### config.mk
export PLATFORM = sky130hd
export DESIGN_NAME = aes_round_ctrl_flat
export DESIGN_NICKNAME = d
export VERILOG_FILES = /design/src/rtl/aes_round_ctrl_if.sv /design/src/rtl/aes_round_ctrl.sv /design/src/flat_wrapper.sv
export SDC_FILE = /design/constraint.sdc
export NUM_CORES = 1
export LEC_CHECK = 0
export CORE_MARGIN = 2
export CORE_UTILIZATION = 30
export DETAILED_ROUTE_END_ITERATION = 16
export DONT_BUFFER_PORTS = 1
export HOLD_SLACK_MARGIN = 0.06
export SYNTH_ARGS = -nofsm -noshare
export SYNTH_HDL_FRONTEND = slang
export SYNTH_SLANG_ARGS = --single-unit
### constraint.sdc
create_clock -name clk -period 2.6 [get_ports clk]
set_input_delay 0.52 -clock clk [delete_from_list [all_inputs] [get_ports clk]]
set_output_delay 0.52 -clock clk [all_outputs]
set_load 0.005 [all_outputs]
### src/rtl/aes_round_ctrl_if.sv
// Request, datapath-control and result handshake between the AES round
// controller (slave) and its requester / datapath (master).
interface aes_round_ctrl_if;
    logic       key_valid;
    logic       start_valid;
    logic       start_ready;
    logic       mode;
    logic [1:0] op;
    logic       state_en;
    logic [3:0] round_idx;
    logic       out_valid;
    logic       out_ready;
    logic       busy;
    logic       mode_q;

    modport master (
        output key_valid, start_valid, mode, out_ready,
        input  start_ready, op, state_en, round_idx, out_valid, busy, mode_q
    );

    modport slave (
        input  key_valid, start_valid, mode, out_ready,
        output start_ready, op, state_en, round_idx, out_valid, busy, mode_q
    );
endinterface

### src/rtl/aes_round_ctrl.sv
// Sequencer for the iterative AES round datapath: steps key slot, op select
// and state-register enable for one block, then holds it until consumed.
module aes_round_ctrl #(
    parameter int nk = 4,
    parameter int nr = 10
) (
    input logic             clk,
    input logic             rst_n,
    aes_round_ctrl_if.slave bus
);
    if (!((nk == 4 || nk == 6 || nk == 8) && nr == nk + 6)) begin : g_bad_param
        $error("aes_round_ctrl: nk must be 4/6/8 and nr must be nk+6");
    end

    localparam logic [3:0] NR = 4'(nr);

    typedef enum logic [2:0] {IDLE, INIT, ROUND, LAST, DONE} state_t;

    state_t     state, state_nxt;
    logic [3:0] r, r_nxt;
    logic       mode_r, mode_nxt;
    logic [1:0] op;
    logic [3:0] idx;
    logic       state_en, start_ready, out_valid, busy, kv, accept;

    always_ff @(posedge clk) begin
        if (!rst_n) begin
            state  <= IDLE;
            r      <= '0;
            mode_r <= 1'b0;
        end else begin
            state  <= state_nxt;
            r      <= r_nxt;
            mode_r <= mode_nxt;
        end
    end

    // A key stall simply withholds state_en and every transition, so the
    // current round repeats its control word until the schedule is back.
    always_comb begin
        state_nxt   = state;
        r_nxt       = r;
        mode_nxt    = mode_r;
        op          = 2'b00;
        idx         = 4'd0;
        state_en    = 1'b0;
        start_ready = 1'b0;
        out_valid   = 1'b0;
        busy        = 1'b1;
        kv          = bus.key_valid;
        accept      = 1'b0;
        case (state)
            IDLE: begin
                start_ready = kv;
                accept      = bus.start_valid & kv;
                state_en    = accept;
                busy        = accept;
                if (accept) begin
                    mode_nxt  = bus.mode;
                    r_nxt     = 4'd1;
                    state_nxt = INIT;
                end
            end
            INIT: begin
                op       = 2'b01;
                idx      = mode_r ? NR : 4'd0;
                state_en = kv;
                if (kv) state_nxt = ROUND;
            end
            ROUND: begin
                op       = 2'b10;
                idx      = mode_r ? NR - r : r;
                state_en = kv;
                if (kv) begin
                    if (r == NR - 4'd1) state_nxt = LAST;
                    else                r_nxt     = r + 4'd1;
                end
            end
            LAST: begin
                op       = 2'b11;
                idx      = mode_r ? 4'd0 : NR;
                state_en = kv;
                if (kv) state_nxt = DONE;
            end
            DONE: begin
                out_valid = 1'b1;
                if (bus.out_ready) begin
                    state_nxt = IDLE;
                    r_nxt     = '0;
                end
            end
            default: state_nxt = IDLE;
        endcase
    end

    assign bus.op          = op;
    assign bus.round_idx   = idx;
    assign bus.state_en    = state_en;
    assign bus.start_ready = start_ready;
    assign bus.out_valid   = out_valid;
    assign bus.busy        = busy;
    assign bus.mode_q      = mode_r;
endmodule

### src/flat_wrapper.sv
// flat-port wrapper written by rule: the top's interface ports become plain ports
module aes_round_ctrl_flat 
#(
    parameter int nk = 4,
    parameter int nr = 10
)
  (clk, rst_n, bus_key_valid, bus_start_valid, bus_mode, bus_out_ready, bus_start_ready, bus_op, bus_state_en, bus_round_idx, bus_out_valid, bus_busy, bus_mode_q);
  aes_round_ctrl_if bus_i ();
  input logic clk;
  input logic rst_n;
  input wire logic [$bits(bus_i.key_valid)-1:0] bus_key_valid;
  input wire logic [$bits(bus_i.start_valid)-1:0] bus_start_valid;
  input wire logic [$bits(bus_i.mode)-1:0] bus_mode;
  input wire logic [$bits(bus_i.out_ready)-1:0] bus_out_ready;
  output wire logic [$bits(bus_i.start_ready)-1:0] bus_start_ready;
  output wire logic [$bits(bus_i.op)-1:0] bus_op;
  output wire logic [$bits(bus_i.state_en)-1:0] bus_state_en;
  output wire logic [$bits(bus_i.round_idx)-1:0] bus_round_idx;
  output wire logic [$bits(bus_i.out_valid)-1:0] bus_out_valid;
  output wire logic [$bits(bus_i.busy)-1:0] bus_busy;
  output wire logic [$bits(bus_i.mode_q)-1:0] bus_mode_q;
  assign bus_i.key_valid = bus_key_valid;
  assign bus_i.start_valid = bus_start_valid;
  assign bus_i.mode = bus_mode;
  assign bus_i.out_ready = bus_out_ready;
  assign bus_start_ready = bus_i.start_ready;
  assign bus_op = bus_i.op;
  assign bus_state_en = bus_i.state_en;
  assign bus_round_idx = bus_i.round_idx;
  assign bus_out_valid = bus_i.out_valid;
  assign bus_busy = bus_i.busy;
  assign bus_mode_q = bus_i.mode_q;
  aes_round_ctrl #(.nk(nk), .nr(nr)) u_core (.clk(clk), .rst_n(rst_n), .bus(bus_i));
endmodule
## Yosys cells after proc, flatten, opt, wreduce, memory -nomap -nowiden

Index checks and enable logic that the tools add are counted.

| cells by class | value |
|---|---|
| add/subtract/negate cells | 2 |
| $mul | 0 |
| div/mod/pow operators | 0 |
| $lt $le $gt $ge | 0 |
| equal/unequal tests | 12 |
| shift operators | 0 |
| multiplexer cells | 21 |
| bitwise logic cells | 1 |
| reductions and logical operators | 6 |

Operators by type and width:

| kind | number |
|---|---|
| $mux 4 | 7 |
| $pmux 4 s3 | 2 |
| $mux 3 | 6 |
| $pmux 3 s5 | 1 |
| $ne 2x2->1 const B | 5 |
| $eq 3x2->1 const B | 2 |
| $pmux 2 s3 | 1 |
| $reduce_and 6->1 | 1 |
| $reduce_and 5->1 | 1 |
| $add 4x1->4 const B | 1 |
| $eq 4x4->1 const B | 1 |
| $ne 2x1->1 const B | 2 |
| $sub 4x4->4 const A | 1 |
| $eq 3x1->1 const B | 1 |
| $eq 3x3->1 const B | 1 |
| $logic_not 3->1 | 1 |
| $mux 1 | 3 |
| $reduce_bool 3->1 | 1 |
| $reduce_or 3->1 | 1 |
| $pmux 1 s2 | 1 |
| $reduce_and 2->1 | 1 |
| $and 1x1->1 | 1 |

| storage, ports and cells | value |
|---|---|
| register bits | 8 |
| bits in latches | 0 |
| memory bits (writable) | 0 |
| ROM bits | 0 |
| bits of input ports | 6 |
| word-level logic and storage cells | 45 |
| memories | 0 |

## Depth between registers and ports, before layout

Gate-level depths: netlist (run 1).

| depth | value |
|---|---|
| word-level depth | 4 |
| mapped depth | 6 |
| depth with buffers taken out | 6 |

## Worst setup path before layout (run 1)

No wires, ideal clock.

| timing | value |
|---|---|
| path kind | register -> output |
| start point | register u_core.mode_r (netlist: u_core.bus.mode_q) |
| end point | output bus_round_idx[3] |
| data arrival time | 1093 ps |
| required time | 2080 ps |
| path slack | 987 ps |
| stages on the path, launching flop included | 6 |
| path buffers | 1 |
| path through | dfxtp_1 > buf_2 > inv_1 > nor4b_2 > a221oi_1 > a211oi_1 |

| between the ends | value |
|---|---|
| longest elaborated chain between the ends | 2 |
| elaborated cells between the ends (all ways) | 4 |
| classes of those cells | 4 x mux |

RTL lines:

| item | line | RTL |
|---|---|---|
| start: declaration | aes_round_ctrl.sv:21 | `logic mode_r, mode_nxt;` |
| start signal: assignment | aes_round_ctrl.sv:34 | `mode_r <= mode_nxt;` |
| $mux 4, on equally long branches | aes_round_ctrl.sv:81, aes_round_ctrl.sv:66, aes_round_ctrl.sv:72 |  |
| $pmux 4 s3 (*) | aes_round_ctrl.sv:52 | `case (state)` |
| end: declaration | flat_wrapper.sv:18 | `output wire logic [$bits(bus_i.round_idx)-1:0] bus_round_idx;` |

Every way passes the cells marked *; elsewhere a longest branch is shown, timed or not.

## Worst setup path after layout (run 1)

Ends and elaborated chain as after synthesis.

==> reports/metrics.yaml, run 1 <==
global_routing:
  grt_use_met3_pct: 2.34
  grt_max_degree: 16
  grt_util_met1_pct: 14.9
  grt_pass1_wl_microns: 2400
  gr-total-overflow: 0
  grt_pass1_vias: 524
  grt_use_total_pct: 12.6
  met2_usage_pct: 19.5
  top_usage_layer: "met2"
  antenna_found_initial: 0
cells_and_area:
  fillers: 223
  final_util_pct: 31.3
  final_common_cell: "nand2_1"
  synthToLayoutAreaGrowth_pct: 0.940
  nNetsFinal: 89
  drive_gt1_share_pct: 15.2
  n_antenna_cell: 0
  multiInputGateArea_sq_um: 439
  regArea_sq_um: 160
  layout_common_cells: "11 x nand2_1, 8 x dfxtp_1, 5 x nand3_1"
synth:
  synth_area_sq_um: 666
  synth-adder-area-share_pct: 3.76
  async_flop_share_pct: 0
  synth_edf_count: 0
  synth_compound_area_share_pct: 18.4
  synthFlopType: "dfxtp_1"
  yosysSeqAreaShare_pct: 24.1
  synth-simple-area-share_pct: 32.1
  postSynthNetCount: 91
  synth-seq-cells: 8
  synth_top_family_by_area: "simple AND/OR/NAND/NOR gates"
  avgSynthCellArea_sq_um: 8.02
  ys_warn_count: 0
  muxShareOfSynthArea_pct: 7.71
  synthCells: 83
  ys_types: 35
  synthXorXnorAreaFrac_pct: 3.95
setup_path:
  start_kind: "register"
  required_ns: 2.08
  crit_family: "flip-flops"
  max_stage_delay_ns: 0.54
  critPathArrivalTime_ns: 1.53
  cp_cell_sequence: "inv_1 > nor4b_2 > a221oi_1 > a211oi_1"
  crit_slowest_cell: "dfxtp_1"
  crit_path_start: "u_core.bus.mode_q"
  crit_buf_inv: 1
  end_kind: "primary output"
  cp_max_fo: 10
  worstReg2RegStart: "u_core.state[2]"
  worstSetupPathType: "register to primary output"
  r2r_setup_slack_ns: 1.12
drt:
  routed-via-count: 563
  firstDrtPassIters: 4
  first_iter_violations: 8
  detail_route.wl_per_cell_microns: 13.1
  wl_microns: 1400
  route.detailed.drc: 0
  detail-route-antenna-nets: 0
  vias_per_cell: 5.26
floorplan:
  io_pins: 17
  die-area_sq_um: 2610
  die_h_microns: 51.1
  core_area_sq_um: 2150
  die_w_microns: 51.1
  initial_core_util_pct: 31.0
  rows: 17
clock_network:
  numCtsBuffers: 3
  clock_sinks: 8
  clockRootBuffer: "clkbuf_4"
  clk_pin_slew_ns: 0.06
  clockBufferDepth: 2
  cts_resized: 0
  htreeDepth: 1
  post_cts_buffers: 0
  cts_hold_buf: 0
  cts_tree: "built"
  insertion_delay_ns: 0.26
pwr:
  vdd_drop_max_v: 0.000119
  power_per_cell_area_nw_per_um2: 417
  p_leak_nw: 0.241
sta:
  finalHoldViolations: 0
  setup_violations: 0
  tightestPinTransition_ns: 0.501
  grt_setup_unrepaired: "false"
  drv_slew: 0
  max_freq_ghz: 0.487
  min_period_ns: 2.05
  tns_ns: 0
  relSlewSlack_pct: 66.5
  finClkSkew_ns: 0.00480
  timing.final.crit_share_pct: 79.0
placement:
  hpwl_microns: 1080
  gp_congestion: 0.807
  port_buffers: 0
worst_hold_path:
  min_path_type: "input pin to register"
  hold_path.startpoint: "rst_n"
status:
  outcome: "completed"
run:
  maxCapViolCount: 0
[Yosys cell counts (2+ instances only)]
cell type,count,area [sq um]
o21ai_0,2,10.0
nor2_1,4,15.0
xnor2_1,2,17.5
a21oi_1,3,15.0
inv_1,3,11.3
buf_2,2,10.0
mux2i_1,4,40.0
and2_1,4,25.0
nand2_1,11,41.3
buf_4,2,15.0
dfxtp_1,8,160
nand3b_1,3,22.5
nand2b_1,2,12.5
nand3_1,5,25.0
nor3b_1,2,15.0
ha_1,2,25.0
buf_6,2,22.5
o22ai_1,2,12.5
a21oi_2,3,26.3
nor3_1,2,10.0
[path summary, 6_finish.rpt]
path                                          to  depth (start not counted)
worst max-delay path            bus_round_idx[3]                          4
worst min-delay path             u_core.state[2]                          1
worst max register to register       u_core.r[1]                          4
worst min register to register       u_core.r[1]                          2
[cells by family after synthesis]
logic type,after synthesis
buf+inv,11
compound gates,16
mux,5
simple gates,38
xor+xnor,3
flops,8
fa+ha+maj,2
[stage by stage]
stage | setup slack (ns) | hold WS (ns) | instances | area, sq um | total power [mW]
6_report | 0.546 | 0.384 | 107 | 672 | 0.280
3_5_place_dp | 0.806 | 0.535 | 104 | 649 | 0.185
3_3_place_gp | 0.852 | 0.510 | 104 | 649 | 0.184
5_1_grt | 0.408 | 0.387 | 107 | 672 | 0.299
4_1_cts | 0.523 | 0.384 | 107 | 672 | 0.285
2_1_floorplan | 0.987 | 0.489 | 83 | 666 | 0.185
[final cells by class]
| cell class | count | share of cell area (%) |
|---|---|---|
| multi-input combinational | 64 | 65.4 |
| sequential | 8 | 23.8 |
| tap | 28 | 5.21 |
| clock buffer | 3 | 3.35 |
| inverter | 4 | 2.23 |
[per-layer routing]
layer | wire length, microns | part of all wire, %
met1 | 678 | 48
met3 | 66 | 4.7
met2 | 608 | 43
met5 | 0 | 0
met4 | 45 | 3.2
[worst register-to-register path, cell delays in order (launching register included)]
cell     delay, ns
dfxtp_1       0.62
mux2i_1       0.17
a21oi_2       0.21
o311a_4       0.25
mux2i_1       0.18
[report_power, final]
| part | leakage, nW | switching [mW] | internal [mW] | total, mW |
|---|---|---|---|---|
| Combinational | 0.163 | 0.0211 | 0.0213 | 0.0424 |
| Sequential | 0.0650 | 0.0121 | 0.127 | 0.139 |
| Clock | 0.0138 | 0.0458 | 0.0531 | 0.0988 |
| Total | 0.241 | 0.0789 | 0.202 | 0.280 |
[state kept, by name (all words and copies together), names as in the netlist]
signal             cells
u_core.r               4
u_core.bus.mode_q      1
u_core.state           3
No activity file was read; power rests on OpenSTA's default activity.
==> run 2, diff against run 1 <==
- clock period: 2.6 -> 1.68 ns (I/O delays scaled with it)
==> run 2 against run 1 <==
Total power increased by 58%; combinational power increased by 86%; highest routed layer unchanged; clock skew about the same; critical endpoint is now bus_round_idx[1].
==> reports/metrics.yaml, run 2 (same netlist as run 1, synthesis figures left out) <==
status:
  outcome: "completed"  # unchanged
clock_network:
  clock_sinks: 8  # unchanged
  htreeDepth: 1  # unchanged
  clockBufferDepth: 2  # unchanged
  clockRootBuffer: "clkbuf_4"  # unchanged
  post_cts_buffers: 0  # unchanged
  cts_tree: "built"  # unchanged
  insertion_delay_ns: 0.26  # about the same
  cts_hold_buf: 0  # unchanged
  clk_pin_slew_ns: 0.06  # about the same
  numCtsBuffers: 3  # unchanged
sta:
  grt_setup_unrepaired: "true"  # was false
  min_period_ns: 1.67
  max_freq_ghz: 0.600
  hold_slack_ns: 0.195  # was 0.384 ns
  drv_slew: 0  # unchanged
  finalHoldViolations: 0  # unchanged
  setup_violations: 0  # unchanged
  tightestPinTransition_ns: 0.300  # was 0.501 ns
  timing.final.crit_share_pct: 99.2
  finClkSkew_ns: 0.00527  # was 0.00480 ns
  relSlewSlack_pct: 80.0  # was 66.5%
cells_and_area:
  fillers: 234  # was 223
  top_register: "u_core.r"  # unchanged
  largest_reg_flops: 4  # unchanged
  n_antenna_cell: 0  # unchanged
  nNetsFinal: 92  # was 89
  synthToLayoutAreaGrowth_pct: 10.5  # was 0.940%
  layout_common_cells: "11 x nand2_1, 5 x nand3_1, 5 x dfxtp_2"  # was 11 x nand2_1, 8 x dfxtp_1, 5 x nand3_1
  drive_gt1_share_pct: 30.5  # was 15.2%
  final_area_sq_um: 736  # was 672 sq um
  final_common_cell: "nand2_1"  # unchanged
  final_util_pct: 34.2  # was 31.3%
setup_path:
  end_kind: "primary output"  # unchanged
  cp_max_fo: 5  # was 10
  critPathArrivalTime_ns: 1.33  # was 1.53 ns
  start_kind: "register"  # unchanged
  worstSetupPathType: "register to primary output"  # unchanged
  required_ns: 1.34  # was 2.08 ns
placement:
  gp_congestion: 0.765  # was 0.807
  dpl-instance-area_sq_um: 672  # was 649 sq um
  hpwl_microns: 1070  # was 1080 microns
  port_buffers: 0  # unchanged
floorplan:
  core_area_sq_um: 2150  # unchanged
  initial_core_util_pct: 31.0  # unchanged
  io_pins: 17  # unchanged
  die-area_sq_um: 2610  # unchanged
  rows: 17  # unchanged
  die_w_microns: 51.1  # unchanged
  die_h_microns: 51.1  # unchanged
drt:
  routed-via-count: 573  # was 563
  firstDrtPassIters: 4  # unchanged
  vias_per_cell: 5.21  # was 5.26
  detail_route.wl_per_cell_microns: 12.6  # was 13.1 microns
  detail-route-antenna-nets: 0  # unchanged
  route.detailed.drc: 0  # unchanged
  wl_microns: 1390  # was 1400 microns
  first_iter_violations: 12  # was 8
global_routing:
  grt_pass1_wl_microns: 2370  # was 2400 microns
  grt_max_degree: 14  # was 16
  gr-total-overflow: 0  # unchanged
  grt_pass1_vias: 520  # was 524
  grt_use_total_pct: 12.5  # was 12.6%
  antenna_found_initial: 0  # unchanged
worst_hold_path:
  min_path_type: "input pin to register"  # unchanged
pwr:
  vdd_drop_max_v: 0.000163  # was 0.000119 V
  p_leak_nw: 0.263  # was 0.241 nW
  power_per_cell_area_nw_per_um2: 602  # was 417 nW/um^2
  total_power_uw: 443  # was 280 uW
run:
  maxCapViolCount: 0  # unchanged
[run 2: area by class of cell]
class	instances	area (sq um)	area share, %
inverters	4	17.5	2.38
flip-flops and latches	8	170	23.1
well taps	28	35.0	4.76
clock buffers	3	22.5	3.06
repair buffers	3	22.5	3.06
multi-input cells	64	468	63.6
[run 2: where the power goes]
group | total (mW) | switching [mW] | internal, mW
Combinational | 0.0787 | 0.0372 | 0.0415
Clock | 0.150 | 0.0680 | 0.0819
Sequential | 0.215 | 0.0177 | 0.197
[run 2: worst max-delay path: stages (launching register included)]
cell and delay, ns:
dfxtp_4 0.38, inv_4 0.04, ha_4 0.25, nand3b_1 0.07, o21ai_1 0.08, a22oi_1 0.10, nor2_1 0.15
[run 2: layer usage]
layer	vias to the layer above	GRT usage, %	wire (microns)
met2	20	19.0	605
met1	261	14.8	630
met5	-	0	0
li1	287	-	-
met3	5	2.34	95
met4	0	10.8	54
[run 2: path summary, 6_finish.rpt]
kind              cells after the start       startpoint  slack [ns]               end
setup / recovery                      6      u_core.r[1]        0.01  bus_round_idx[1]
hold / removal                        1            rst_n        0.20   u_core.state[2]
setup reg to reg                      4  u_core.state[2]        0.35       u_core.r[0]
hold reg to reg                       2      u_core.r[1]        0.52       u_core.r[1]
[run 2: repair_timing]
| action | in CTS | in global routing |
|---|---|---|
| pin swaps | 1 | 3 |
| endpoints found under the setup margin | 6 | 6 |
| resized for setup | 4 | 9 |
[run 2: metrics by stage]
step	instances	setup TNS, ns	worst slack (ns)
floorplan	83	0	0.251
global placement	107	0	0.217
detailed placement	107	0	0.177
CTS	110	-0.0382	-0.0382
global route	110	-0.0965	-0.0521
finish	110	0	0.0141
==> run 3, diff against run 2 <==
- CTS_CLUSTER_DIAMETER: default -> 200
- clock period: 1.68 -> 1.9 ns (I/O delays scaled with it)
==> run 3 against run 2 <==
Sequential cell count unchanged; count of clock-buffer cells in the layout did not move; final cell count down 1.8%; setup slack improved by 0.10 ns; die area unchanged; largest power group unchanged; highest routed layer unchanged.
==> reports/metrics.yaml, run 3 (same netlist as run 1, synthesis figures left out) <==
status:
  outcome: "completed"  # unchanged
floorplan:
  rows: 17  # unchanged
  core_area_sq_um: 2150  # unchanged
  io_pins: 17  # unchanged
  die_w_microns: 51.1  # unchanged
  die-area_sq_um: 2610  # unchanged
  initial_core_util_pct: 31.0  # unchanged
  die_h_microns: 51.1  # unchanged
cells_and_area:
  n_antenna_cell: 0  # unchanged
  top_register: "u_core.r"  # unchanged
  final_area_sq_um: 693  # was 736 sq um
  largest_reg_flops: 4  # unchanged
  layout_common_cells: "11 x nand2_1, 6 x dfxtp_1, 5 x nand3_1"  # was 11 x nand2_1, 5 x nand3_1, 5 x dfxtp_2
  drive_gt1_share_pct: 21.3  # was 30.5%
  nNetsFinal: 90  # was 92
  final_common_cell: "nand2_1"  # unchanged
  synthToLayoutAreaGrowth_pct: 4.14  # was 10.5%
drt:
  wl_microns: 1380  # was 1390 microns
  firstDrtPassIters: 4  # unchanged
  detail-route-antenna-nets: 0  # unchanged
  first_iter_violations: 9  # was 12
  detail_route.wl_per_cell_microns: 12.8  # was 12.6 microns
  vias_per_cell: 5.00  # was 5.21
  route.detailed.drc: 0  # unchanged
  routed-via-count: 540  # was 573
pwr:
  p_leak_nw: 0.250  # was 0.263 nW
  power_per_cell_area_nw_per_um2: 545  # was 602 nW/um^2
  vdd_drop_max_v: 0.000214  # was 0.000163 V
clock_network:
  clk_pin_slew_ns: 0.05  # was 0.06 ns
  cts_resized: 0  # was 4
  numCtsBuffers: 3  # unchanged
  post_cts_buffers: 0  # unchanged
  cts_tree: "built"  # unchanged
  clockRootBuffer: "clkbuf_4"  # unchanged
  cts_hold_buf: 0  # unchanged
  htreeDepth: 1  # unchanged
  clockBufferDepth: 2  # unchanged
  clock_sinks: 8  # unchanged
  insertion_delay_ns: 0.24  # was 0.26 ns
placement:
  hpwl_microns: 1050  # was 1070 microns
  gp_congestion: 0.762  # was 0.765
  dpl-instance-area_sq_um: 657  # was 672 sq um
  port_buffers: 0  # unchanged
  dpl_worst_slack_ns: 0.316  # was 0.177 ns
global_routing:
  grt_util_met1_pct: 16.3  # was 14.8%
  antenna_found_initial: 0  # unchanged
  met2_usage_pct: 17.5  # was 19.0%
  grt_use_total_pct: 11.9  # was 12.5%
  grt_pass1_vias: 510  # was 520
  top_usage_layer: "met2"  # unchanged
  grt_max_degree: 16  # was 14
  gr-total-overflow: 0  # unchanged
  grt_use_met3_pct: 1.75  # was 2.34%
  grt_pass1_wl_microns: 2350  # was 2370 microns
worst_hold_path:
  hold_path.startpoint: "rst_n"  # unchanged
  whs_endpoint: "u_core.state[2]"  # unchanged
  whs_path_depth: 1  # unchanged
  min_path_type: "input pin to register"  # unchanged
setup_path:
  critPathArrivalTime_ns: 1.40  # was 1.33 ns
  crit_buf_inv: 1  # unchanged
  crit_slowest_cell: "dfxtp_2"  # was dfxtp_4
  worstSetupPathType: "register to primary output"  # unchanged
  worstReg2RegEnd: "u_core.r[0]"  # unchanged
  end_kind: "primary output"  # unchanged
  max_stage_delay_ns: 0.37  # was 0.38 ns
  required_ns: 1.52  # was 1.34 ns
  worstReg2RegStart: "u_core.state[2]"  # unchanged
  r2r_setup_slack_ns: 0.41  # was 0.35 ns
  reg2regPathDepth: 4  # unchanged
  cp_cell_sequence: "inv_1 > ha_1 > nand3b_1 > o21ai_1 > a22oi_1 > nor2_1"  # was inv_4 > ha_4 > nand3b_1 > o21ai_1 > a22oi_1 > nor2_1
  start_kind: "register"  # unchanged
  crit_family: "flip-flops"  # unchanged
  cp_max_fo: 5  # unchanged
sta:
  finalHoldViolations: 0  # unchanged
  relSlewSlack_pct: 65.8  # was 80.0%
  max_freq_ghz: 0.560
  tns_ns: 0  # unchanged
  finClkSkew_ns: 0.00249  # was 0.00527 ns
  layout_setup_ws_ns: 0.115  # was 0.0141 ns
  drv_slew: 0  # unchanged
  grt_setup_unrepaired: "false"  # was true
  min_period_ns: 1.78
  setup_violations: 0  # unchanged
  tightestPinTransition_ns: 0.513  # was 0.300 ns
  timing.final.crit_share_pct: 93.9
run:
  maxCapViolCount: 0  # unchanged
[run 3: changes by cell type in the layout (fill, tap and decap cells not counted), sizes merged]
cell | previous run | this run
buf | 3 | 1
[run 3: power by group]
group,internal (mW),switching [mW]
Combinational,0.0319,0.0328
Sequential,0.175,0.0153
Clock,0.0718,0.0512
Total,0.278,0.0993
[run 3: stage by stage]
stage | power, mW | instances | util, % | hold slack (ns)
final | 0.378 | 108 | 32.3 | 0.259
after global routing | 0.401 | 108 | 32.3 | 0.254
after CTS | 0.379 | 108 | 31.6 | 0.254
after detailed placement | 0.255 | 105 | 30.6 | 0.507
after global placement | 0.253 | 105 | 30.6 | 0.506
after floorplan | 0.253 | 83 | - | 0.489
[run 3: layout make-up]
class | count | area [sq um]
Clock buffer | 3 | 22.5
Fill cell | 225 | 1460
Inverter | 4 | 15.0
Multi-Input combinational cell | 64 | 450
Sequential cell | 8 | 163
Tap cell | 28 | 35.0
Timing Repair Buffer | 1 | 7.51
[run 3: worst register-to-register path, stage by stage, from the launching register on]
cell and delay, ns:
dfxtp_1 0.64, mux2i_1 0.18, a21oi_2 0.20, o311a_4 0.24
mux2i_1 0.18
[run 3: routing by layer]
metal | share of wire [%] | wire length (microns) | vias to the layer above
met2 | 41 | 568 | 16
met5 | 0 | 0 | -
met3 | 4.6 | 63 | 2
met4 | 2.0 | 27 | 0
li1 | - | - | 284
met1 | 52 | 720 | 238
[run 3: how the worst max path moves through the flow]
stage | cells past startpoint | start | endpoint | slack, ns
5_1_grt | 5 | u_core.r[0] | bus_round_idx[1] | 0.01
3_5_place_dp | 3 | u_core.state[0] | bus_round_idx[3] | 0.32
2_1_floorplan | 5 | u_core.bus.mode_q | bus_round_idx[3] | 0.43
6_report | 6 | u_core.r[1] | bus_round_idx[1] | 0.12
4_1_cts | 6 | u_core.r[1] | bus_round_idx[1] | 0.04
3_3_place_gp | 6 | u_core.r[1] | bus_round_idx[1] | 0.34
